$ cat config.mk
export PLATFORM = sky130hd
export DESIGN_NAME = note_sample_streamer
export DESIGN_NICKNAME = d
export VERILOG_FILES = /design/src/rtl/note_sample_streamer.sv
export SDC_FILE = /design/constraint.sdc
export NUM_CORES = 1
export LEC_CHECK = 0
export ABC_AREA = 0
export CAP_MARGIN = 20
export CORE_UTILIZATION = 59
export CTS_CLUSTER_DIAMETER = 30
export CTS_CLUSTER_SIZE = 24
export DETAILED_ROUTE_END_ITERATION = 8
export DONT_BUFFER_PORTS = 1
export GPL_TIMING_DRIVEN = 0
export PLACE_DENSITY_LB_ADDON = 0.15
export SLEW_MARGIN = 15
export SYNTH_ARGS = -nofsm -noshare
export SYNTH_HDL_FRONTEND = slang
export SYNTH_SLANG_ARGS = --single-unit
$ cat constraint.sdc
create_clock -name clk -period 4.54 [get_ports clk]
set_clock_uncertainty 0.05 [all_clocks]
set_input_delay 0.908 -clock clk [delete_from_list [all_inputs] [get_ports clk]]
set_output_delay 0.908 -clock clk [all_outputs]
set_load 0.005 [all_outputs]
$ cat src/rtl/note_sample_streamer.sv
// Streams a stored note's PCM bytes from sample memory through a prefetch FIFO, one byte per sample tick.
// Optional macro NOTE_LOOP_EN: held notes wrap to byte 0 instead of stopping at the end of the note.
module note_sample_streamer #(
    parameter int                 ADDR_W     = 24,
    parameter int                 DATA_W     = 8,
    parameter int                 NOTE_LEN   = 11264,
    parameter int                 FIFO_DEPTH = 16,
    parameter logic [ADDR_W-1:0]  REST_ADDR  = 24'h002C00
) (
    input  logic              clk,
    input  logic              rst_n,
    input  logic [ADDR_W-1:0] note_addr,
    input  logic              sample_tick,
    output logic              mem_req,
    output logic [ADDR_W-1:0] mem_addr,
    input  logic              mem_ready,
    input  logic              mem_rvalid,
    input  logic [DATA_W-1:0] mem_rdata,
    output logic [DATA_W-1:0] sample_out,
    output logic              sample_valid,
    output logic              playing,
    output logic              underrun
);

    localparam int                PTR_W    = $clog2(FIFO_DEPTH);
    localparam int                CNT_W    = PTR_W + 1;
    localparam int                OFF_W    = 14;
    localparam logic [DATA_W-1:0] SILENCE  = {1'b1, {(DATA_W-1){1'b0}}};
    localparam logic [OFF_W-1:0]  LAST_OFF = OFF_W'(NOTE_LEN - 1);
    localparam logic [CNT_W-1:0]  DEPTH_C  = CNT_W'(FIFO_DEPTH);

    typedef enum logic [1:0] {IDLE, REQ, WAIT, DROP} state_t;

    state_t            state, state_nxt;
    logic [ADDR_W-1:0] base;
    logic [OFF_W-1:0]  offset;
    logic              fetch_done;
    logic [DATA_W-1:0] fifo_mem [FIFO_DEPTH];
    logic [PTR_W-1:0]  wr_ptr, rd_ptr;
    logic [CNT_W-1:0]  fifo_count, count_nxt;
    logic              note_change, push, pop;

    assign note_change = (note_addr != base);
    assign push        = (state == WAIT) && mem_rvalid && !note_change;
    assign pop         = sample_tick && !note_change && (fifo_count != '0);
    assign mem_req     = (state == REQ);

    always_comb begin
        count_nxt = fifo_count;
        if (push && !pop)
            count_nxt = fifo_count + CNT_W'(1);
        else if (pop && !push)
            count_nxt = fifo_count - CNT_W'(1);
    end

    // A note change abandons the current fetch; an accepted read must still be drained in DROP.
    always_comb begin
        state_nxt = state;
        case (state)
            IDLE: if (!note_change && playing && !fetch_done && (fifo_count < DEPTH_C))
                      state_nxt = REQ;
            REQ:  if (note_change)   state_nxt = mem_ready ? DROP : IDLE;
                  else if (mem_ready) state_nxt = WAIT;
            WAIT: if (note_change)   state_nxt = mem_rvalid ? IDLE : DROP;
                  else if (mem_rvalid) state_nxt = IDLE;
            DROP: if (mem_rvalid)    state_nxt = IDLE;
            default:                 state_nxt = IDLE;
        endcase
    end

    always_ff @(posedge clk or negedge rst_n) begin
        if (!rst_n) begin
            state    <= IDLE;
            mem_addr <= '0;
        end else begin
            state <= state_nxt;
            if (state != REQ && state_nxt == REQ)
                mem_addr <= base + ADDR_W'(offset);
        end
    end

    always_ff @(posedge clk or negedge rst_n) begin
        if (!rst_n) begin
            base       <= REST_ADDR;
            offset     <= '0;
            fetch_done <= 1'b0;
            playing    <= 1'b0;
        end else if (note_change) begin
            base       <= note_addr;
            offset     <= '0;
            fetch_done <= 1'b0;
            playing    <= (note_addr != REST_ADDR);
        end else begin
            if (push) begin
                if (offset == LAST_OFF) begin
`ifdef NOTE_LOOP_EN
                    offset <= '0;
`else
                    fetch_done <= 1'b1;
`endif
                end else begin
                    offset <= offset + OFF_W'(1);
                end
            end
            // Drop playing on the cycle the last fetched byte leaves, so no spurious underrun follows.
            if (fetch_done && count_nxt == '0)
                playing <= 1'b0;
        end
    end

    always_ff @(posedge clk or negedge rst_n) begin
        if (!rst_n) begin
            wr_ptr     <= '0;
            rd_ptr     <= '0;
            fifo_count <= '0;
        end else if (note_change) begin
            wr_ptr     <= '0;
            rd_ptr     <= '0;
            fifo_count <= '0;
        end else begin
            if (push) wr_ptr <= wr_ptr + PTR_W'(1);
            if (pop)  rd_ptr <= rd_ptr + PTR_W'(1);
            fifo_count <= count_nxt;
        end
    end

    always_ff @(posedge clk) begin
        if (push)
            fifo_mem[wr_ptr] <= mem_rdata;
    end

    always_ff @(posedge clk or negedge rst_n) begin
        if (!rst_n) begin
            sample_out   <= SILENCE;
            sample_valid <= 1'b0;
            underrun     <= 1'b0;
        end else begin
            sample_valid <= sample_tick;
            underrun     <= 1'b0;
            if (sample_tick) begin
                if (pop) begin
                    sample_out <= fifo_mem[rd_ptr];
                end else begin
                    sample_out <= SILENCE;
                    underrun   <= playing && !note_change;
                end
            end
        end
    end

endmodule

Word level (Yosys, flattened, before mapping)
Memories as Yosys holds them, arrays and structs flattened.
Index checks and enable logic that the tools add are counted.
{"block": "classes", "bitwise_logic": 0, "mux": 28, "mul": 0, "addsub": 6, "reduce_logical": 24, "div": 0, "n_lt_le_gt_ge": 1, "shifts": 0, "n_eq_ne": 9}
{"op": "$mux W14", "n": 3}
{"op": "$add A24 B14 Y24", "n": 1}
{"op": "$ne A24 B14 Y1 const B", "n": 1}
{"op": "$ne A24 B24 Y1", "n": 1}
{"op": "$mux W4", "n": 4}
{"op": "$mux W5", "n": 3}
{"op": "$add A14 B1 Y14 const B", "n": 1}
{"op": "$eq A14 B14 Y1 const B", "n": 1}
{"op": "$mux W2", "n": 7}
{"op": "$logic_and A1 B1 Y1", "n": 11}
{"op": "$mux W1", "n": 9}
{"op": "$add A4 B1 Y4 const B", "n": 2}
{"op": "$mux W8", "n": 1}
{"op": "$pmux W2 S4", "n": 1}
{"op": "$reduce_bool A2 Y1", "n": 4}
{"op": "$add A5 B1 Y5 const B", "n": 1}
{"op": "$logic_not A5 Y1", "n": 1}
{"op": "$lt A5 B5 Y1 const B", "n": 1}
{"op": "$reduce_bool A5 Y1", "n": 1}
{"op": "$sub A5 B1 Y5 const B", "n": 1}
{"op": "$eq A2 B1 Y1 const B", "n": 2}
{"op": "$eq A2 B2 Y1 const B", "n": 2}
{"op": "$logic_not A1 Y1", "n": 4}
{"op": "$reduce_and A2 Y1", "n": 2}
{"op": "3 further kinds", "n": 3}
{"block": "totals", "memories": 1, "word_cells": 81, "ramBits": 128, "latchBits": 0, "romBits": 0, "register_bits": 89}
{"name": "fifo_mem", "depth": 16, "word_bits": 8, "read_ports": 1, "rd_clocked_by_memory_dff": 0, "write_ports": 1, "line": "38", "rtl": "logic [DATA_W-1:0] fifo_mem [FIFO_DEPTH];"}

Logic depth before layout (Yosys ltp)
{"block": "depth", "word_depth": 11, "ltp_mapped": 10}

Worst setup path before layout
OpenSTA, ideal clock, no wires.
{"block": "synth_path", "path_type": "input -> register", "start": "input port note_addr[12]", "end": "memory fifo_mem[7][0], enable pin", "required_ns": 4.158, "stages": 7, "path_slack_ns": 1.797, "t_arrival_ns": 2.361, "n_path_buf": 1, "path_cell_list": "xnor2_1 > nand4_1 > nor4_2 > nand2_1 > buf_6 > nor4b_4 > and2_1"}
{"block": "synth_via", "elab_chain_cells": 5}
{"item": "start: declaration", "line": "12", "rtl": "input logic [ADDR_W-1:0] note_addr,"}
{"item": "$ne A24 B24 Y1", "line": "43", "rtl": "assign note_change = (note_addr != base);"}
{"item": "$logic_not A1 Y1", "line": "44", "rtl": "assign push = (state == WAIT) && mem_rvalid && !note_change;"}
{"item": "$logic_and A1 B1 Y1", "line": "44"}
{"item": "$mux W1", "line": "128", "rtl": "if (push)"}
{"item": "$mux W1 (not written as such)", "line": "129", "rtl": "fifo_mem[wr_ptr] <= mem_rdata;"}
{"item": "end: declaration", "line": "38"}
Every way passes these cells.

Final worst setup path
{"block": "layout_path", "start": "register base[4]", "end": "memory fifo_mem[11][5], enable pin"}
{"block": "layout_via", "elab_chain_cells": 5}
{"item": "start: declaration", "line": "35", "rtl": "logic [ADDR_W-1:0] base;"}
{"item": "start signal: assignment", "line": "89", "rtl": "base <= note_addr;"}
{"item": "$ne A24 B24 Y1", "line": "43"}
{"item": "$logic_not A1 Y1", "line": "44"}
{"item": "$logic_and A1 B1 Y1", "line": "44"}
{"item": "$mux W1", "line": "128"}
{"item": "$mux W1 (not written as such)", "line": "129"}
Every way passes these cells.

==> summary.txt <==
RSZ-0062 raised after global routing: no
CP delay by family, top: simple AND/OR/NAND/NOR gates
first-pass GRT wire length: 34700 microns
CP most frequent cell: nor2_1
area occupied by multi-input gates: 3390 sq um
IO Port Bufs: 0
die area: 17100 sq um
detailed placement HPWL: 15400 microns
area post-placement: 10000 sq um
Max-cap violations: 0
sequential fraction of the synthesis area: 0.622
mapped cell area: 9770 sq um
Psw: 1.05 mW
critical path's largest stage delay: 0.69 ns
# IOs: 73
worst vdd ir: 0.000359 V
share of Yosys cell area claimed by the top area cell type: 0.393
setup slack at placement: 1.04 ns
R2R depth: 7
status: completed
Buffers & Inverters on Critical Path: 0
P&R area growth vs syn: 16.4%
Final nets: 832
leakage power: 4.17 nW
largest area contributor in the netlist: edfxtp_1
clock buffer depth: 3
fillcell total: 1068
largest net degree at the start of global routing: 90
clk_lat worst skew: 0.52 ns
PostCTS Resize Cnt: 0
Comb power frac: 0.017
crit path time final: 3.07 ns
number of synthesized register bits: 217
worst hold path class: in -> async
Reg area: 6080 sq um
crit path capture type: register
Die H: 131 microns
Crit Reg-Reg Startpoint: base[4]$_DFFE_PN0N_
Post-DRT Antenna Nets: 0
Critical Path RT: 4.61 ns
Ant. Diodes: 0
CTS sink cnt: 217
pwr/cell area: 451 nW/um^2
DR DRC count: 0
Hold Vio Cnt, Final: 0
CTS root buf: clkbuf_16
crit-path max FO: 8
total track usage: 0.280
relative slew slack: 0.428
Final period util: 0.676
post-DR wirelength/cell: 22.6 microns
Worst Path Arrival: 3.14 ns
setup bufs post-CTS: 0
vias: 6246
Slew @ Worst Pin: 0.855 ns
final wirelength: 23000 microns
initial antenna violation count: 0
Pint: 4.08 mW
Starting Density: 0.610
GP Congestion: 0.886
CTS Buf Count: 40
CTS tree: built
clock share of power: 0.568
Syn. warnings: 0
CP Class: reg -> reg
Reg clk slew, reported paths: 0.05 ns
die width: 131 microns
number of synthesized flops with an enable pin: 128
top post-synthesis cells by area: edfxtp_1 (39%), dfrtp_1 (22%), mux4_2 (6.0%)
Reg2Reg Capture Point: fifo_mem[11][5]$_DFFE_PP_
R2R setup slack: 1.47 ns
vias in the first global route: 6261
Max Slew Vio Count: 0
number of levels in the clock H-tree: 2
Non-Filler Instances: 1016
DR pass1 iterations: 5
Post-synth top flop: edfxtp_1
Setup crit start kind: register
Synth Instances: 729
Finish-stage setup viols: 0
post-synthesis cell type count: 64
Fmax: 326 MHz
share of cells above drive strength 1: 0.165
slowest CP cell: nor2_1
Via density: 6.15
Overflow after GRT: 0
Sw Ratio: 0.204
Core Area: 16000 sq um
crit path cell chain: xnor2_1 > nand4_1 > nor4_2 > nand2_1 > nor2_1 > nand3b_1 > nor2_1
syn avg cell area: 13.4 sq um
CTS Hold Bufs: 0
Net Count, Synth: 790
Worst Setup Slack, final: 1.47 ns
First DRT Iteration DRCs: 627
asr flop ratio synth: 0.410
design area: 11400 sq um
TNS Setup: 0 ns
FP Rows: 46
Post-Place Cells: 945
Sequential Power Share: 0.416
[power groups by stage]
stage               Clock [mW]  Combinational, mW  Sequential [mW]
finish                    2.91             0.0850             2.13
global route              3.03             0.0925             2.13
CTS                       2.93             0.0845             2.13
detailed placement           0             0.0831             2.16
global placement             0             0.0810             2.16
floorplan                    0             0.0676             2.16
[Yosys cell counts, drive strengths merged, types with 2 or more instances]
master,count
ha,23
a221o,6
dfstp,4
nor2b,6
and2,13
o21a,3
nand3,17
nor4b,4
o22ai,7
clkbuf,36
mux4,26
nand2b,4
o221ai,5
a21o,6
nand2,62
and4,4
nor3b,3
edfxtp,128
mux2,13
inv,24
buf,11
xor2,20
nor4,9
a211oi,2
a21oi,25
and3,4
dfrtp,85
mux2i,4
nand3b,2
o21ai,40
nor3,5
nor2,49
nand4,16
xnor2,46
[how the worst max path moves through the flow]
stage                     slack, ns  depth (start not counted)                        end           startpoint
after floorplan                1.80                          7   fifo_mem[7][0]$_DFFE_PP_        note_addr[12]
after global placement         1.13                          7   fifo_mem[8][6]$_DFFE_PP_         note_addr[4]
after detailed placement       1.04                          7   fifo_mem[6][1]$_DFFE_PP_         note_addr[4]
after CTS                      1.47                          7   fifo_mem[6][1]$_DFFE_PP_  base[4]$_DFFE_PN0N_
after global routing           1.36                          7   fifo_mem[6][1]$_DFFE_PP_  base[4]$_DFFE_PN0N_
final                          1.47                          7  fifo_mem[11][5]$_DFFE_PP_  base[4]$_DFFE_PN0N_
[logic make-up after synthesis]
family | Yosys count | share of synthesized area
xor gates and xnor gates | 66 | 0.0592
DFF | 217 | 0.622
AOI/OAI and AO/OA | 104 | 0.0666
buffers and inverters | 71 | 0.0307
adders and majority gates | 24 | 0.0315
muxes | 43 | 0.0790
and+or+nand+nor | 204 | 0.111
[sequential cells by signal (all words and copies together), names as in the netlist]
| name | flops |
|---|---|
| fifo_mem | 128 |
| wr_ptr | 4 |
| offset | 14 |
| fifo_count | 5 |
| base | 24 |
| sample_valid | 1 |
| rd_ptr | 4 |
| underrun | 1 |
| fetch_done | 1 |
| state | 2 |
| mem_addr | 24 |
| sample_out | 8 |
| playing | 1 |
[per-layer routing]
metal,up-vias,track usage,part of all wire
li1,2751,-,-
met1,3155,0.406,0.42
met2,298,0.418,0.46
met4,0,0.0980,0.021
met5,-,0,0
met3,42,0.0676,0.095
[through the flow]
| step | hold WS (ns) | util | power, mW |
|---|---|---|---|
| 2_1_floorplan | 0.423 | - | 2.23 |
| 3_3_place_gp | 0.453 | 0.627 | 2.24 |
| 3_5_place_dp | 0.455 | 0.627 | 2.25 |
| 4_1_cts | 0.0409 | 0.711 | 5.15 |
| 5_1_grt | 0.0356 | 0.711 | 5.25 |
| 6_report | 0.0535 | 0.711 | 5.13 |
[placed cells by master (no fill, tap or decap), drive strengths merged, types with 12 or more instances in the layout]
cell type | synthesis | layout
a21oi | 25 | 25
ha | 23 | 23
and2 | 13 | 13
nand2 | 62 | 62
mux2 | 13 | 13
clkbuf | 36 | 82
dfrtp | 85 | 85
nand3 | 17 | 17
edfxtp | 128 | 128
mux4 | 26 | 26
o21ai | 40 | 40
inv | 24 | 28
xor2 | 20 | 20
nor2 | 49 | 49
clkinv | 0 | 12
xnor2 | 46 | 46
nand4 | 16 | 16
[cell type report]
type / instances / area share
Buffer: 47 / 0.0185
Inverter: 24 / 0.00792
Clock buffer: 46 / 0.0945
Tap cell: 216 / 0.0238
Sequential cell: 217 / 0.534
Clock inverter: 25 / 0.0227
Multi-Input combinational cell: 441 / 0.298
[worst register-to-register path, stage by stage (launching register included)]
cell and delay [ns]:
dfrtp_1 0.40, xnor2_1 0.24, nand4_1 0.15, nor4_2 0.53, nand2_1 0.26, nor2_1 0.20, nand3b_1 0.17, nor2_1 0.69
No activity file was read; power rests on OpenSTA's default activity.
